## config.mk

```make
export PLATFORM = sky130hd
export DESIGN_NAME = mdio_master
export DESIGN_NICKNAME = d
export VERILOG_FILES = /design/src/rtl/mdio_pkg.sv /design/src/rtl/mdio_clk_div.sv /design/src/rtl/mdio_master.sv
export SDC_FILE = /design/constraint.sdc
export NUM_CORES = 1
export LEC_CHECK = 0
export BUFFER_PORTS_ARGS = -buffer_cell sky130_fd_sc_hd__buf_2
export CAP_MARGIN = 20
export CORE_MARGIN = 8
export CORE_UTILIZATION = 62
export DETAILED_ROUTE_END_ITERATION = 12
export MAX_ROUTING_LAYER = met4
export PLACE_DENSITY_LB_ADDON = 0.05
export SLEW_MARGIN = 20
export SYNTH_ARGS = -nofsm -noshare
export SYNTH_HDL_FRONTEND = slang
export SYNTH_SLANG_ARGS = --single-unit
```

## constraint.sdc

```tcl
create_clock -name clk -period 6.5 [get_ports clk]
set_input_delay 1.3 -clock clk [delete_from_list [all_inputs] [get_ports clk]]
set_output_delay 1.3 -clock clk [all_outputs]
set_load 0.01 [all_outputs]
```

## src/rtl/mdio_pkg.sv

```systemverilog
// -----------------------------------------------------------------------------
// mdio_pkg
//   Shared types and constants for the clause-22 MDIO master.
//   - state_t      : frame sequencer states
//   - MDIO_ST/OP_* : start-of-frame and opcode field values
//   - *_BITS       : per-field bit counts of the serial frame
// -----------------------------------------------------------------------------
package mdio_pkg;

   typedef enum logic [2:0] {
      IDLE,
      PRE,
      HDR,
      TA,
      DATA,
      DONE
   } state_t;

   localparam logic [1:0] MDIO_ST    = 2'b01;
   localparam logic [1:0] MDIO_OP_WR = 2'b01;
   localparam logic [1:0] MDIO_OP_RD = 2'b10;

   localparam int HDR_BITS  = 14;
   localparam int TA_BITS   = 2;
   localparam int DATA_BITS = 16;

endpackage

```

## src/rtl/mdio_clk_div.sv

```systemverilog
// -----------------------------------------------------------------------------
// mdio_clk_div
//   MDC generator. A counter runs 0..C_CLK_DIV-1 while 'run' is high; each
//   terminal count toggles mdc. rise_tick/fall_tick are one-clk strobes that
//   are high in the cycle whose closing clk edge makes mdc rise/fall, so the
//   owner can act on exactly the same edge as the pin changes.
//   Ports:
//     clk, rst_n   : clock, asynchronous active-low reset
//     run          : frame in progress; when low mdc is parked at 0
//     restart      : reload the counter (frame accept)
//     mdc          : management clock output
//     rise_tick    : mdc 0->1 on the coming edge
//     fall_tick    : mdc 1->0 on the coming edge
// -----------------------------------------------------------------------------
module mdio_clk_div #(
   parameter int C_CLK_DIV = 50
) (
   input  logic clk,
   input  logic rst_n,
   input  logic run,
   input  logic restart,
   output logic mdc,
   output logic rise_tick,
   output logic fall_tick
);

   localparam int            CW = (C_CLK_DIV > 1) ? $clog2(C_CLK_DIV) : 1;
   localparam logic [CW-1:0] TC = CW'(C_CLK_DIV - 1);

   logic [CW-1:0] cnt;
   logic          tc;

   assign tc        = run && !restart && (cnt == TC);
   assign rise_tick = tc && !mdc;
   assign fall_tick = tc && mdc;

   // NOTE: flops use non-blocking assignments so every register samples pre-edge values.
   always_ff @(posedge clk or negedge rst_n) begin
      if (!rst_n) begin
         cnt <= '0;
         mdc <= 1'b0;
      end else if (restart || !run) begin
         cnt <= '0;
         mdc <= 1'b0;
      end else if (tc) begin
         cnt <= '0;
         mdc <= ~mdc;
      end else begin
         cnt <= cnt + CW'(1);
      end
   end

endmodule

```

## src/rtl/mdio_master.sv

```systemverilog
// -----------------------------------------------------------------------------
// mdio_master
//   Clause-22 MDIO management master. One accepted request produces one frame:
//   preamble (C_PREAMBLE_LEN ones), ST, OP, PHYAD, REGAD, TA, DATA. Bits change
//   on MDC falling edges; read data is sampled on MDC rising edges.
//   Optional build macro: MDIO_INPUT_SYNC_EN -- adds a 2-flop synchronizer on
//   mdio_i and moves the sample point 2 clks after the MDC rise (C_CLK_DIV>=3).
//   Ports:
//     clk, rst_n            : clock, asynchronous active-low reset
//     req_valid/req_ready   : request handshake; ready only in IDLE
//     req_write             : 1 = write, 0 = read
//     req_phy, req_reg      : PHY / register address
//     req_data              : write data (ignored on reads)
//     rsp_valid             : one-clk pulse at frame end
//     rsp_data              : last read data, held until the next read ends
//     mdc                   : management clock
//     mdio_o, mdio_t, mdio_i: pad output, tristate (1 = high-Z), pad input
// -----------------------------------------------------------------------------
module mdio_master
   import mdio_pkg::*;
#(
   parameter int C_CLK_DIV      = 50,
   parameter int C_PREAMBLE_LEN = 32
) (
   input  logic        clk,
   input  logic        rst_n,
   input  logic        req_valid,
   output logic        req_ready,
   input  logic        req_write,
   input  logic [4:0]  req_phy,
   input  logic [4:0]  req_reg,
   input  logic [15:0] req_data,
   output logic        rsp_valid,
   output logic [15:0] rsp_data,
   output logic        mdc,
   output logic        mdio_o,
   output logic        mdio_t,
   input  logic        mdio_i
);

   localparam logic [4:0] PRE_LAST  = (C_PREAMBLE_LEN > 0) ? 5'(C_PREAMBLE_LEN - 1) : 5'd0;
   localparam logic [4:0] HDR_LAST  = 5'(HDR_BITS - 1);
   localparam logic [4:0] TA_LAST   = 5'(TA_BITS - 1);
   localparam logic [4:0] DATA_LAST = 5'(DATA_BITS - 1);

   state_t      state, state_nxt;
   logic [4:0]  bit_cnt, bit_nxt;      // remaining bits in the current field, minus one
   logic [31:0] tx_shift, tx_nxt;      // ST..DATA, current bit at [31]
   logic [15:0] rx_shift, rx_nxt;
   logic        is_read, rd_nxt;
   logic        mdio_o_nxt, mdio_t_nxt, rsp_valid_nxt;
   logic [15:0] rsp_data_nxt;
   logic        accept, run;
   logic        rise_tick, fall_tick;
   logic        sample_tick, sample_bit;

   assign req_ready = (state == IDLE);
   assign accept    = req_valid && req_ready;
   assign run       = (state == PRE) || (state == HDR) || (state == TA) || (state == DATA);

   mdio_clk_div #(
      .C_CLK_DIV (C_CLK_DIV)
   ) u_clk_div (
      .clk       (clk),
      .rst_n     (rst_n),
      .run       (run),
      .restart   (accept),
      .mdc       (mdc),
      .rise_tick (rise_tick),
      .fall_tick (fall_tick)
   );

`ifdef MDIO_INPUT_SYNC_EN
   // Synchronize the pad input; the rise strobe is delayed by the same two
   // clks so the sample lands on the bit that was on the pin at the rise.
   logic [1:0] sync_q;
   logic [1:0] rise_dly;

   always_ff @(posedge clk or negedge rst_n) begin
      if (!rst_n) begin
         sync_q   <= 2'b11;
         rise_dly <= 2'b00;
      end else begin
         sync_q   <= {sync_q[0], mdio_i};
         rise_dly <= {rise_dly[0], rise_tick};
      end
   end

   assign sample_tick = rise_dly[1];
   assign sample_bit  = sync_q[1];
`else
   assign sample_tick = rise_tick;
   assign sample_bit  = mdio_i;
`endif

   always_comb begin
      // NOTE: every next value starts from its hold value, so no path can infer a latch.
      state_nxt     = state;
      bit_nxt       = bit_cnt;
      tx_nxt        = tx_shift;
      rx_nxt        = rx_shift;
      rd_nxt        = is_read;
      mdio_o_nxt    = mdio_o;
      mdio_t_nxt    = mdio_t;
      rsp_valid_nxt = 1'b0;
      rsp_data_nxt  = rsp_data;

      if (sample_tick && (state == DATA) && is_read)
         rx_nxt = {rx_shift[14:0], sample_bit};

      case (state)
         IDLE: begin
            if (req_valid) begin
               rd_nxt     = !req_write;
               // Reads park the pad-output bits at 1; the pad is released anyway.
               tx_nxt     = {MDIO_ST, (req_write ? MDIO_OP_WR : MDIO_OP_RD), req_phy, req_reg,
                             (req_write ? {2'b10, req_data} : {2'b11, 16'hFFFF})};
               mdio_t_nxt = 1'b0;
               if (C_PREAMBLE_LEN > 0) begin
                  state_nxt  = PRE;
                  bit_nxt    = PRE_LAST;
                  mdio_o_nxt = 1'b1;
               end else begin
                  state_nxt  = HDR;
                  bit_nxt    = HDR_LAST;
                  mdio_o_nxt = MDIO_ST[1];
               end
            end
         end

         PRE: begin
            if (fall_tick) begin
               bit_nxt = bit_cnt - 5'd1;
               if (bit_cnt == 5'd0) begin
                  // Header starts with tx_shift[31]; nothing has been shifted yet.
                  state_nxt  = HDR;
                  bit_nxt    = HDR_LAST;
                  mdio_o_nxt = tx_shift[31];
               end
            end
         end

         HDR, TA, DATA: begin
            if (fall_tick) begin
               tx_nxt     = {tx_shift[30:0], 1'b1};
               mdio_o_nxt = tx_shift[30];
               bit_nxt    = bit_cnt - 5'd1;
               if (bit_cnt == 5'd0) begin
                  if (state == HDR) begin
                     state_nxt  = TA;
                     bit_nxt    = TA_LAST;
                     mdio_t_nxt = is_read;
                  end else if (state == TA) begin
                     state_nxt = DATA;
                     bit_nxt   = DATA_LAST;
                  end else begin
                     state_nxt     = DONE;
                     mdio_t_nxt    = 1'b1;
                     mdio_o_nxt    = 1'b1;
                     rsp_valid_nxt = 1'b1;
                     if (is_read)
                        rsp_data_nxt = rx_shift;
                  end
               end
            end
         end

         DONE: state_nxt = IDLE;

         default: state_nxt = IDLE;
      endcase
   end

   always_ff @(posedge clk or negedge rst_n) begin
      if (!rst_n) begin
         state     <= IDLE;
         bit_cnt   <= 5'd0;
         tx_shift  <= '0;
         rx_shift  <= '0;
         is_read   <= 1'b0;
         mdio_o    <= 1'b1;
         mdio_t    <= 1'b1;
         rsp_valid <= 1'b0;
         rsp_data  <= '0;
      end else begin
         state     <= state_nxt;
         bit_cnt   <= bit_nxt;
         tx_shift  <= tx_nxt;
         rx_shift  <= rx_nxt;
         is_read   <= rd_nxt;
         mdio_o    <= mdio_o_nxt;
         mdio_t    <= mdio_t_nxt;
         rsp_valid <= rsp_valid_nxt;
         rsp_data  <= rsp_data_nxt;
      end
   end

endmodule
```

==> impl_results.md <==
* Number of inserted diodes at 0
* Met2 wire length at between 3 and 4 mm
* Total grt overflow at 0
* Clk_lat worst skew at 0.35 ns
* Hold slack at 0.4926 ns
* CTS max path bufs at 2
* Die area at about 9400 um^2
* Post-synth EDFFs at 0
* Fill cell count at 463
* Final core occ at 72.18%
* Largest net degree at the start of global routing at between 80 and 90
* Postcts setup bufs at 0
* Ys async rst share at 100.0%
* Reg2reg end: rx_shift[10]
* Htree depth at 3
* Highest Signal Layer: met4
* Worst-Margin Slew at 1.073 ns
* IO Pins at 52
* Sw Share at 22.48%
* Die W at 96.75 um
* CP Max Fanout at 20
* Syn-to-layout area delta at 12.72%
* Area of the multi-input gates at approximately 1800 um^2
* RD Place Congestion at 0.8698
* Final period util at a little under half
* Seq/Total Area, Yosys at between 50% and 60%
* Hold Fails Final Rpt at 0
* Rows at 29
* Slew Viols, Final at 0
* WS Path Type: reg2reg
* P_sw at 0.2214 mW
* Largest cells by area after synthesis: dfrtp_1 50%, mux2_2 16%, mux2i_1 5.0%
* F_max at 340.9 MHz
* Wirelength per Cell at 17.02 um
* Antenna violations before repair at 0
* Pint at roughly 0.76 mW
* Vias at roughly 2,600
* DRC at 0
* Via density at 5.681
* Crit-path cells: nor3b_4, nand4b_1, mux2_2
* Hold WC Path Type: reg2reg
* Syn Nets at 363
* Worst Setup End Kind: flop
* Final wirelength at between 7 and 8 mm
* WL met3 at 236 um
* Sum Neg Setup Slack at 0 ns
* Setup crit start kind: flop
* Core area at 6314 um^2
* Final nets at 409
* CTS clk-pin slew, worst paths at 0.09 ns
* Status: complete, no violations
* Slew HR at between 20% and 30%
* Clock power share at 42.8%
* Number of max-cap violations at 0
* Avg Inst Size Synth at 12.29 um^2
* Pwr Total at 0.9850 mW
* CP bufs+invs at 0
* Arrival @ worst endpoint at 3.17 ns
* Final worst path period need at ~2.9 ns
* Num CTS Buffers at 9
* Max VDD drop at 0.1666 mV
* Seq pwr share at 53.4%
* Final HPWL DP at 5.022 mm
* PortBufs at 51
* Stages on worst setup path at 3
* Die H at 96.75 um
* Drt initial violations at 103
* Hold_buf cts at 0
* Number of global-route vias before repair at 2,635
* CP delay by family, top: simple AND/OR/NAND/NOR gates
* Share of the synthesized area in the top cell type at between 50% and 60%
* Power per cell area at roughly 220 nW/um^2
* Post-synth cell types at 51
* Antenna Nets Post-Route at 0
* Reg-to-Reg Start: state[2]
* Cells after Synth at approximately 330
* Final setup vio count at 0
* First-pass GRT wire length at 13.15 mm
* Clock Skew at roughly 0.012 ns
* Share of layout cells above drive strength 1 at 39.74%
* Critical Path End: rx_shift[10]
* Crit-path slowest cell: nand4b_1
* Crit-path max cell delay at 0.82 ns
* Seq. cell area at between 2000 and 2500 um^2
* Wire length on met1 at around 3.7 mm
* Global Route Usage Sum at 17.11%
* Combinational Power Share at 3.8%
* 1st-pass router iterations at 4
* RSZ-0062 raised after global routing: false
* Ys Warns at 0
* Worst-case reg-to-reg path depth at 3
* Critical Path RT at 6.74 ns
* Flops & latches, synth at just over 80
* CP startpoint: state[2]
* Area leader, netlist: dfrtp_1
* Synth Flop Type: dfrtp_1
* Resize count post-CTS at 0
* Leakage at 2.158 nW
* Sink Count at 83
* Synthesized cell area at 4043 um^2
* Reg2reg setup slack at 3.57 ns
* CTS tree: done
* CTS Root Buffer Type: clkbuf_8
* Initial Utilization at 64.03%
-- state kept, by name, indices dropped and copies added, names as in the netlist --
register and cells:
mdio_o 1, u_clk_div.cnt 6, is_read 1, u_clk_div.mdc 1, tx_shift 32, rsp_data 16
bit_cnt 5, rx_shift 16, state 3, rsp_valid 1, mdio_t 1
-- metrics by stage --
step | worst slack, ns | instance area, um^2 | cells
floorplan | 4.037 | 4043 | 329
global placement | 3.604 | 4325 | 441
detailed placement | 3.577 | 4325 | 441
CTS | 3.550 | 4553 | 457
global route | 3.311 | 4557 | 457
finish | 3.567 | 4557 | 457
-- worst min-delay path by stage --
| stage | startpoint | endpoint | slack (ns) | cells after the start |
|---|---|---|---|---|
| finish | u_clk_div.cnt[0] | u_clk_div.cnt[0] | 0.49 | 1 |
| global route | rsp_data[12] | rsp_data[12] | 0.52 | 1 |
| CTS | u_clk_div.cnt[0] | u_clk_div.cnt[0] | 0.50 | 1 |
| detailed placement | u_clk_div.cnt[0] | u_clk_div.cnt[0] | 0.49 | 1 |
| global placement | mdio_t | mdio_t | 0.47 | 2 |
| floorplan | u_clk_div.cnt[0] | u_clk_div.cnt[0] | 0.46 | 1 |
-- power by group through the flow --
| stage | clock network, mW | registers [mW] | logic (mW) |
|---|---|---|---|
| CTS | 0.433 | 0.526 | 0.0384 |
| floorplan | 0 | 0.535 | 0.0165 |
| finish | 0.422 | 0.526 | 0.0375 |
| detailed placement | 0 | 0.536 | 0.0381 |
| global route | 0.448 | 0.527 | 0.0428 |
| global placement | 0 | 0.535 | 0.0373 |
-- synthesized netlist by cell type (all sizes together), types with 5 or more instances --
| library cell | instances |
|---|---|
| a21oi | 12 |
| buf | 9 |
| clkbuf | 9 |
| dfrtp | 81 |
| inv | 19 |
| mux2 | 69 |
| mux2i | 20 |
| nand2 | 11 |
| nand2b | 11 |
| nand3 | 6 |
| nor2 | 18 |
| nor4b | 7 |
| o21ai | 7 |
| xnor2 | 5 |
-- layout make-up --
cell class              instances  area share [%]
clock buffers                   9           2.718
clock inverters                 7           2.279
inverters                      19           1.565
multi-input cells             209           39.62
flip-flops and latches         83           45.63
well taps                      77           2.114
repair buffers                 53           6.068
-- logic make-up (layout without fill, tap and decap cells) --
| kind of cell | after synthesis | in the layout | synth area share [%] |
|---|---|---|---|
| mux | 89 | 89 | 25.10 |
| flops | 83 | 83 | 51.44 |
| simple gates | 76 | 76 | 11.64 |
| buf+inv | 37 | 88 | 3.900 |
| compound gates | 32 | 32 | 5.015 |
| xor+xnor | 8 | 8 | 1.733 |
| fa+ha+maj | 4 | 4 | 1.176 |
-- cells in the final DEF (no fill, tap or decap), drive strengths merged, types with 2 or more instances in the layout --
cell and n:
a21oi 12, and3 2, buf 53, bufinv 2, clkbuf 9, dfrtp 81, dfstp 2, ha 3
inv 23, mux2 69, mux2i 20, nand2 11, nand2b 11, nand3 6, nand3b 2, nor2 18
nor2b 2, nor3 3, nor4b 7, o21ai 7, or2 3, or3b 2, or4 2, xnor2 5
xor2 3
-- routing by layer --
metal / vias to the layer above / global-route usage, %
met5: - / -
met1: 1286 / 22.76
li1: 1244 / -
met3: 14 / 2.987
met2: 52 / 25.42
met4: 0 / 6.746
No activity file was read; power rests on OpenSTA's default activity.
